==> config.mk <==
export PLATFORM = sky130hd
export DESIGN_NAME = bank_cmd_sequencer
export DESIGN_NICKNAME = d
export VERILOG_FILES = /design/src/rtl/sched_pkg.sv /design/src/rtl/bank_fsm.sv /design/src/rtl/bank_cmd_sequencer.sv
export SDC_FILE = /design/constraint.sdc
export NUM_CORES = 1
export LEC_CHECK = 0
export CORE_MARGIN = 10
export CORE_UTILIZATION = 49
export DETAILED_ROUTE_END_ITERATION = 7
export GPL_ROUTABILITY_DRIVEN = 0
export PLACE_DENSITY = 0.76
export SLEW_MARGIN = 20
export SYNTH_ARGS = -nofsm -noshare
export SYNTH_HDL_FRONTEND = slang
export SYNTH_HIERARCHICAL = 1
export SYNTH_SLANG_ARGS = --single-unit
==> constraint.sdc <==
create_clock -name clk -period 2.8 [get_ports clk]
set_clock_uncertainty 0.05 [all_clocks]
set_input_delay 0.42 -clock clk [delete_from_list [all_inputs] [get_ports clk]]
set_output_delay 0.42 -clock clk [all_outputs]
set_load 0.01 [all_outputs]
==> src/rtl/sched_pkg.sv <==
// Shared command/state encodings and default timing for the bank command sequencer.
package sched_pkg;

    typedef enum logic [1:0] {
        OP_ACT = 2'd0,
        OP_RD  = 2'd1,
        OP_WR  = 2'd2,
        OP_PRE = 2'd3
    } cmd_op_e;

    typedef enum logic [1:0] {
        ST_IDLE        = 2'd0,
        ST_ACTIVATING  = 2'd1,
        ST_ACTIVE      = 2'd2,
        ST_PRECHARGING = 2'd3
    } bank_state_e;

    localparam int unsigned DEF_TRCD = 3;
    localparam int unsigned DEF_TRP  = 3;
    localparam int unsigned DEF_TRAS = 6;

    function automatic int unsigned max3(input int unsigned a, input int unsigned b,
                                         input int unsigned c);
        int unsigned m;
        m = (a > b) ? a : b;
        return (m > c) ? m : c;
    endfunction

endpackage

==> src/rtl/bank_fsm.sv <==
// Per-bank state machine with activate/precharge phase timer and tRAS guard counter.
module bank_fsm
    import sched_pkg::*;
#(
    parameter int unsigned COLWIDTH = 10,
    parameter int unsigned CHWIDTH  = 5,
    parameter int unsigned TRCD     = DEF_TRCD,
    parameter int unsigned TRP      = DEF_TRP,
    parameter int unsigned TRAS     = DEF_TRAS
) (
    input  logic                clk,
    input  logic                rst,
    input  logic                sel,
    input  cmd_op_e             op,
    input  logic [CHWIDTH-1:0]  cmd_row,
    input  logic [COLWIDTH-1:0] cmd_col,
    output bank_state_e         state,
    output logic                tras_zero,
    output logic [CHWIDTH-1:0]  row,
    output logic [COLWIDTH-1:0] column,
    output logic                rd_o_wr,
    output logic                bank_open
);

    localparam int unsigned TMAX = max3(TRCD, TRP, TRAS);
    localparam int unsigned CW   = $clog2(TMAX + 1);

    logic [CW-1:0] tmr;
    logic [CW-1:0] tras_cnt;

    assign tras_zero = (tras_cnt == '0);

    always_ff @(posedge clk) begin
        if (rst) begin
            state     <= ST_IDLE;
            tmr       <= '0;
            tras_cnt  <= '0;
            row       <= '0;
            column    <= '0;
            rd_o_wr   <= 1'b0;
            bank_open <= 1'b0;
        end else begin
            // tRAS guard runs from ACT acceptance until it saturates
            if (!tras_zero && (state == ST_ACTIVATING || state == ST_ACTIVE))
                tras_cnt <= tras_cnt - CW'(1);

            unique case (state)
                ST_IDLE: begin
                    if (sel && op == OP_ACT) begin
                        state    <= ST_ACTIVATING;
                        row      <= cmd_row;
                        tmr      <= CW'(TRCD);
                        tras_cnt <= CW'(TRAS);
                    end
                end
                ST_ACTIVATING: begin
                    if (tmr <= CW'(1)) begin
                        state     <= ST_ACTIVE;
                        tmr       <= '0;
                        bank_open <= 1'b1;
                    end else begin
                        tmr <= tmr - CW'(1);
                    end
                end
                ST_ACTIVE: begin
                    if (sel) begin
                        case (op)
                            OP_RD: begin
                                column  <= cmd_col;
                                rd_o_wr <= 1'b0;
                            end
                            OP_WR: begin
                                column  <= cmd_col;
                                rd_o_wr <= 1'b1;
                            end
                            OP_PRE: begin
                                state     <= ST_PRECHARGING;
                                tmr       <= CW'(TRP);
                                bank_open <= 1'b0;
                            end
                            default: ;
                        endcase
                    end
                end
                ST_PRECHARGING: begin
                    if (tmr <= CW'(1)) begin
                        state <= ST_IDLE;
                        tmr   <= '0;
                    end else begin
                        tmr <= tmr - CW'(1);
                    end
                end
                default: state <= ST_IDLE;
            endcase
        end
    end

endmodule

==> src/rtl/bank_cmd_sequencer.sv <==
// Bank command sequencer: steers ACT/RD/WR/PRE commands to per-bank FSMs and flags illegal ones.
// Optional activity counters are built when BANK_CMD_SEQUENCER_STATS_EN is defined.
module bank_cmd_sequencer
    import sched_pkg::*;
#(
    parameter int unsigned BGWIDTH  = 2,
    parameter int unsigned BAWIDTH  = 2,
    parameter int unsigned COLWIDTH = 10,
    parameter int unsigned CHWIDTH  = 5,
    parameter int unsigned TRCD     = DEF_TRCD,
    parameter int unsigned TRP      = DEF_TRP,
    parameter int unsigned TRAS     = DEF_TRAS,
    localparam int unsigned BANKGROUPS    = 1 << BGWIDTH,
    localparam int unsigned BANKSPERGROUP = 1 << BAWIDTH
) (
    input  logic                clk,
    input  logic                rst,
    input  logic                cmd_valid,
    output logic                cmd_ready,
    input  logic [1:0]          cmd_op,
    input  logic [BGWIDTH-1:0]  cmd_bg,
    input  logic [BAWIDTH-1:0]  cmd_ba,
    input  logic [CHWIDTH-1:0]  cmd_row,
    input  logic [COLWIDTH-1:0] cmd_col,
    output logic [BANKGROUPS-1:0][BANKSPERGROUP-1:0]               rd_o_wr,
    output logic [BANKGROUPS-1:0][BANKSPERGROUP-1:0][CHWIDTH-1:0]  row,
    output logic [BANKGROUPS-1:0][BANKSPERGROUP-1:0][COLWIDTH-1:0] column,
    output logic [BANKGROUPS-1:0][BANKSPERGROUP-1:0]               bank_open,
    output logic                err
`ifdef BANK_CMD_SEQUENCER_STATS_EN
    ,
    output logic [31:0]         act_cnt,
    output logic [31:0]         rd_cnt,
    output logic [31:0]         wr_cnt,
    output logic [31:0]         err_cnt
`endif
);

    cmd_op_e     op;
    bank_state_e [BANKGROUPS-1:0][BANKSPERGROUP-1:0] bank_state;
    logic        [BANKGROUPS-1:0][BANKSPERGROUP-1:0] tras_zero;
    bank_state_e tgt_state;
    logic        tgt_tras_zero;
    logic        accept;
    logic        illegal;

    assign op            = cmd_op_e'(cmd_op);
    assign tgt_state     = bank_state[cmd_bg][cmd_ba];
    assign tgt_tras_zero = tras_zero[cmd_bg][cmd_ba];

    // Back-pressure while the target bank is mid-transition or still inside tRAS
    always_comb begin
        cmd_ready = 1'b1;
        if (rst)
            cmd_ready = 1'b0;
        else if (tgt_state == ST_ACTIVATING || tgt_state == ST_PRECHARGING)
            cmd_ready = 1'b0;
        else if (op == OP_PRE && !tgt_tras_zero)
            cmd_ready = 1'b0;
    end

    assign accept  = cmd_valid && cmd_ready;
    assign illegal = (op == OP_ACT && tgt_state != ST_IDLE) ||
                     ((op == OP_RD || op == OP_WR) && tgt_state != ST_ACTIVE);

    always_ff @(posedge clk) begin
        if (rst) err <= 1'b0;
        else     err <= accept && illegal;
    end

    for (genvar g = 0; g < BANKGROUPS; g++) begin : g_bg
        for (genvar b = 0; b < BANKSPERGROUP; b++) begin : g_ba
            logic sel;
            assign sel = accept && (cmd_bg == BGWIDTH'(g)) && (cmd_ba == BAWIDTH'(b));

            bank_fsm #(
                .COLWIDTH (COLWIDTH),
                .CHWIDTH  (CHWIDTH),
                .TRCD     (TRCD),
                .TRP      (TRP),
                .TRAS     (TRAS)
            ) u_bank (
                .clk       (clk),
                .rst       (rst),
                .sel       (sel),
                .op        (op),
                .cmd_row   (cmd_row),
                .cmd_col   (cmd_col),
                .state     (bank_state[g][b]),
                .tras_zero (tras_zero[g][b]),
                .row       (row[g][b]),
                .column    (column[g][b]),
                .rd_o_wr   (rd_o_wr[g][b]),
                .bank_open (bank_open[g][b])
            );
        end
    end

`ifdef BANK_CMD_SEQUENCER_STATS_EN
    always_ff @(posedge clk) begin
        if (rst) begin
            act_cnt <= '0;
            rd_cnt  <= '0;
            wr_cnt  <= '0;
            err_cnt <= '0;
        end else begin
            if (accept && op == OP_ACT)                               act_cnt <= act_cnt + 32'd1;
            if (accept && op == OP_RD && tgt_state == ST_ACTIVE)      rd_cnt  <= rd_cnt + 32'd1;
            if (accept && op == OP_WR && tgt_state == ST_ACTIVE)      wr_cnt  <= wr_cnt + 32'd1;
            if (err)                                                  err_cnt <= err_cnt + 32'd1;
        end
    end
`endif

endmodule

==> flow_summary.json, run 1 <==
{
  "status": "finished, violations left",
  "violations": "setup timing",
  "clk_latency_ns": 0.58,
  "cts.reportedPaths.clkPinSlew_ns": 0.07,
  "clockRootBuffer": "clkbuf_16",
  "drt-initial-drc-count": 1535,
  "clockBufferDepth": 3,
  "n_antenna_cell": 0,
  "critPathRequiredTime_ns": 2.33,
  "drive_above_1_share_pct": 21.8,
  "ctsHoldBuffers": 0,
  "die_w_um": 219,
  "placementRows": 72,
  "async_flop_share_pct": 0,
  "die_h_um": 219,
  "grt_pass1_vias": 17900,
  "leakagePower_uw": 0.00930,
  "syn_inst": 2355,
  "ios": 298,
  "path_max_fanout": 2,
  "placed_cell_area_um2": 23500,
  "fillers": 2889,
  "startpoint_type": "flip-flop",
  "area_growth_pct": 39.9,
  "syn-num-nets": 2558,
  "synthXorXnorAreaFrac_pct": 0.722,
  "grt_overflow": 0,
  "routed_wl_mm": 65.1,
  "io_buffer_count": 297,
  "p_total_uw": 12800,
  "finish.utilization_pct": 69.7,
  "synth-seq-cells": 401,
  "yosys.cell_types.count": 59,
  "h-tree-depth": 2,
  "ys.flop_type": "dfxtp_1",
  "synth-simple-area-share_pct": 21.0,
  "synth-edff-count": 0,
  "cap_violations": 0,
  "synth_compound_area_share_pct": 17.6,
  "dp_hpwl_mm": 41.6,
  "grt_setup_unrepaired": "yes",
  "critPathKind": "flip-flop to output port",
  "viasPerCell": 5.62,
  "fin_cells": 3300,
  "setup_viol_count_final": 29,
  "grt_pass1_wl_mm": 96.0,
  "vias": 18500,
  "drc_errors": 0,
  "slew_headroom_pct": 32.0,
  "yosysSeqAreaShare_pct": 41.4,
  "synth_warnings": 6,
  "ant_nets": 0,
  "synth_fa_ha_area_share_pct": 11.5,
  "grt_start_max_net_pins": 215,
  "fin_area_um2": 27100,
  "worst_pin_slew_ns": 1.02,
  "final-hold-violation-count": 0,
  "die-area_um2": 48000,
  "p_per_area_nw_per_um2": 471,
  "muxShareOfSynthArea_pct": 1.74,
  "synthesis.area_um2": 19400,
  "fin_ws_ns": -0.139,
  "min_path_type": "flip-flop to flip-flop",
  "worstPathArrival_ns": 2.47,
  "seq_area_um2": 8050,
  "period_needed_ns": 2.94,
  "multiInputGateArea_um2": 12000,
  "post_drt_wl_per_cell_um": 19.7,
  "core_area_um2": 38900,
  "cts_buffers": 43,
  "antenna_found_initial": 2,
  "synth.avg_cell_area_um2": 8.24,
  "cts_sinks": 401,
  "cts_tree": "yes",
  "first_pass_iters": 6,
  "slew_violations": 0,
  "fmax_mhz": 340,
  "finalCritPeriodShare_pct": 105,
  "dp_cells": 3187,
  "final_nets": 2954,
  "worstSetupEndpointType": "output port",
  "initial_core_util_pct": 49.9,
  "gr-usage-all-layers_pct": 24.8,
  "synth_top_family_by_area": "simple AND/OR/NAND/NOR gates",
  "peakVddDrop_v": 0.000429
}
cell usage in the layout (no fill, tap or decap), types with 18 or more instances in the layout:
master	count
ha_1	154
a21oi_2	54
nand3_1	38
clkbuf_16	44
o21ai_0	50
buf_4	74
clkdlybuf4s50_1	291
nor2b_1	18
and3_4	37
nand2_1	506
a21oi_1	316
ha_4	18
nor2_1	51
inv_1	164
buf_6	61
nand2_2	66
dfxtp_1	385
nor2_4	23
flip-flops by register name, indices dropped and copies added, names as in the netlist:
| name | count |
|---|---|
| g_bg.g_ba.u_bank/row | 80 |
| g_bg.g_ba.u_bank/bank_open | 16 |
| g_bg.g_ba.u_bank/tmr | 48 |
| g_bg.g_ba.u_bank/tras_cnt | 48 |
| g_bg.g_ba.u_bank/rd_o_wr | 16 |
| err | 1 |
| g_bg.g_ba.u_bank/column | 160 |
| g_bg.g_ba.u_bank/state | 32 |
report_power, final:
part           internal, µW  total, µW  switching [µW]
Clock                  3430       5790            2360
Combinational           429       1160             728
Sequential             5760       5830            63.2
Total                  9620      12800            3150
stage by stage:
stage | setup TNS [ns] | setup WS, ns | hold slack [ns]
finish | -1.06 | -0.139 | 0.401
global route | -8.54 | -0.197 | 0.419
CTS | -5.22 | -0.206 | 0.401
detailed placement | -171.11 | -0.662 | 0.396
global placement | -144.24 | -0.545 | 0.392
floorplan | -0.864 | -0.144 | 0.395
worst max-delay path, cell delays in order (launching register included):
cell      delay (ns)
dfxtp_2         0.33
inv_2           0.04
ha_4            0.15
ha_4            0.18
mux4_2          0.49
o22ai_4         0.19
o211ai_4        0.11
buf_12          0.14
and2_4          0.14
buf_6           0.12
path summary, 6_finish.rpt:
kind / startpoint / cells past startpoint / end / slack, ns
setup / recovery: g_bg[0].g_ba[3].u_bank/tras_cnt[1] / 9 / cmd_ready / -0.14
hold / removal: g_bg[0].g_ba[3].u_bank/column[7] / 2 / g_bg[0].g_ba[3].u_bank/column[7] / 0.40
setup reg to reg: g_bg[0].g_ba[3].u_bank/tras_cnt[1] / 13 / g_bg[2].g_ba[0].u_bank/state[1] / -0.10
hold reg to reg: g_bg[0].g_ba[3].u_bank/column[7] / 2 / g_bg[0].g_ba[3].u_bank/column[7] / 0.40
Yosys cell counts (2+ instances only):
cell type | number | share of area [%]
and3_1 | 30 | 0.97
mux2_2 | 2 | 0.12
o22ai_1 | 2 | 0.064
and2_1 | 2 | 0.064
or4_1 | 15 | 0.58
a21oi_1 | 370 | 9.5
and3_2 | 18 | 0.70
o21bai_1 | 16 | 0.62
o31a_2 | 2 | 0.10
nor2_4 | 14 | 0.81
o221a_2 | 14 | 0.81
nand2b_1 | 17 | 0.55
nand4_4 | 2 | 0.22
or4b_1 | 14 | 0.72
nand2_1 | 578 | 11
nand2_2 | 2 | 0.064
dfxtp_1 | 401 | 41
buf_4 | 15 | 0.58
ha_1 | 179 | 12
mux4_1 | 4 | 0.54
a22o_4 | 2 | 0.18
nor2b_1 | 18 | 0.58
buf_2 | 20 | 0.52
nor4_2 | 2 | 0.13
mux2i_1 | 12 | 0.62
nor2_1 | 64 | 1.2
nor3_1 | 22 | 0.57
nand3b_1 | 2 | 0.077
nand3_1 | 65 | 1.7
a22oi_1 | 15 | 0.58
mux4_2 | 4 | 0.46
xnor2_1 | 16 | 0.72
a211oi_1 | 29 | 1.1
o21ai_0 | 66 | 1.7
nand4_1 | 14 | 0.45
o31ai_1 | 29 | 1.1
buf_6 | 2 | 0.12
inv_1 | 178 | 3.4
clkbuf_1 | 65 | 1.3
o221ai_2 | 14 | 1.1
per-layer routing:
layer | track usage [%] | vias to the layer above | routed length, µm
met5 | 0 | - | 34
met4 | 8.66 | 4 | 2080
met3 | 5.08 | 142 | 4980
met2 | 42.8 | 617 | 31900
met1 | 30.0 | 8953 | 26200
li1 | - | 8831 | -
cells by family after synthesis:
group / Yosys count
compound gates: 570
xor+xnor: 16
fa+ha+maj: 179
buf+inv: 281
flops: 401
mux: 22
simple gates: 886
layout make-up:
class                           instances  share of cell area (%)
Clock buffer                           64                    4.70
Multi-Input combinational cell       1685                    44.0
Sequential cell                       401                    29.7
Timing Repair Buffer                  442                    16.2
Clock inverter                         12                   0.567
Inverter                              178                    2.46
Tap cell                              518                    2.39
timing repair:
| item | in CTS | in global routing |
|---|---|---|
| endpoints found under the setup margin | 359 | 377 |
| gates resized for setup | 208 | 301 |
| setup buffers | 11 | 12 |
| gates cloned | 12 | 12 |
| pin swaps | 60 | 111 |
No activity file was read; power rests on OpenSTA's default activity.
==> inputs of run 2 (changes only) <==
--- a/config.mk
+++ b/config.mk
@@ -5,12 +5,12 @@
 export SDC_FILE = /design/constraint.sdc
 export NUM_CORES = 1
 export LEC_CHECK = 0
+export CAP_MARGIN = 0
 export CORE_MARGIN = 10
 export CORE_UTILIZATION = 49
 export DETAILED_ROUTE_END_ITERATION = 7
 export GPL_ROUTABILITY_DRIVEN = 0
 export PLACE_DENSITY = 0.76
-export SLEW_MARGIN = 20
 export SYNTH_ARGS = -nofsm -noshare
 export SYNTH_HDL_FRONTEND = slang
 export SYNTH_HIERARCHICAL = 1
==> results of run 2 <==
Final layout, timing and power as in run 1 (identical DEF).
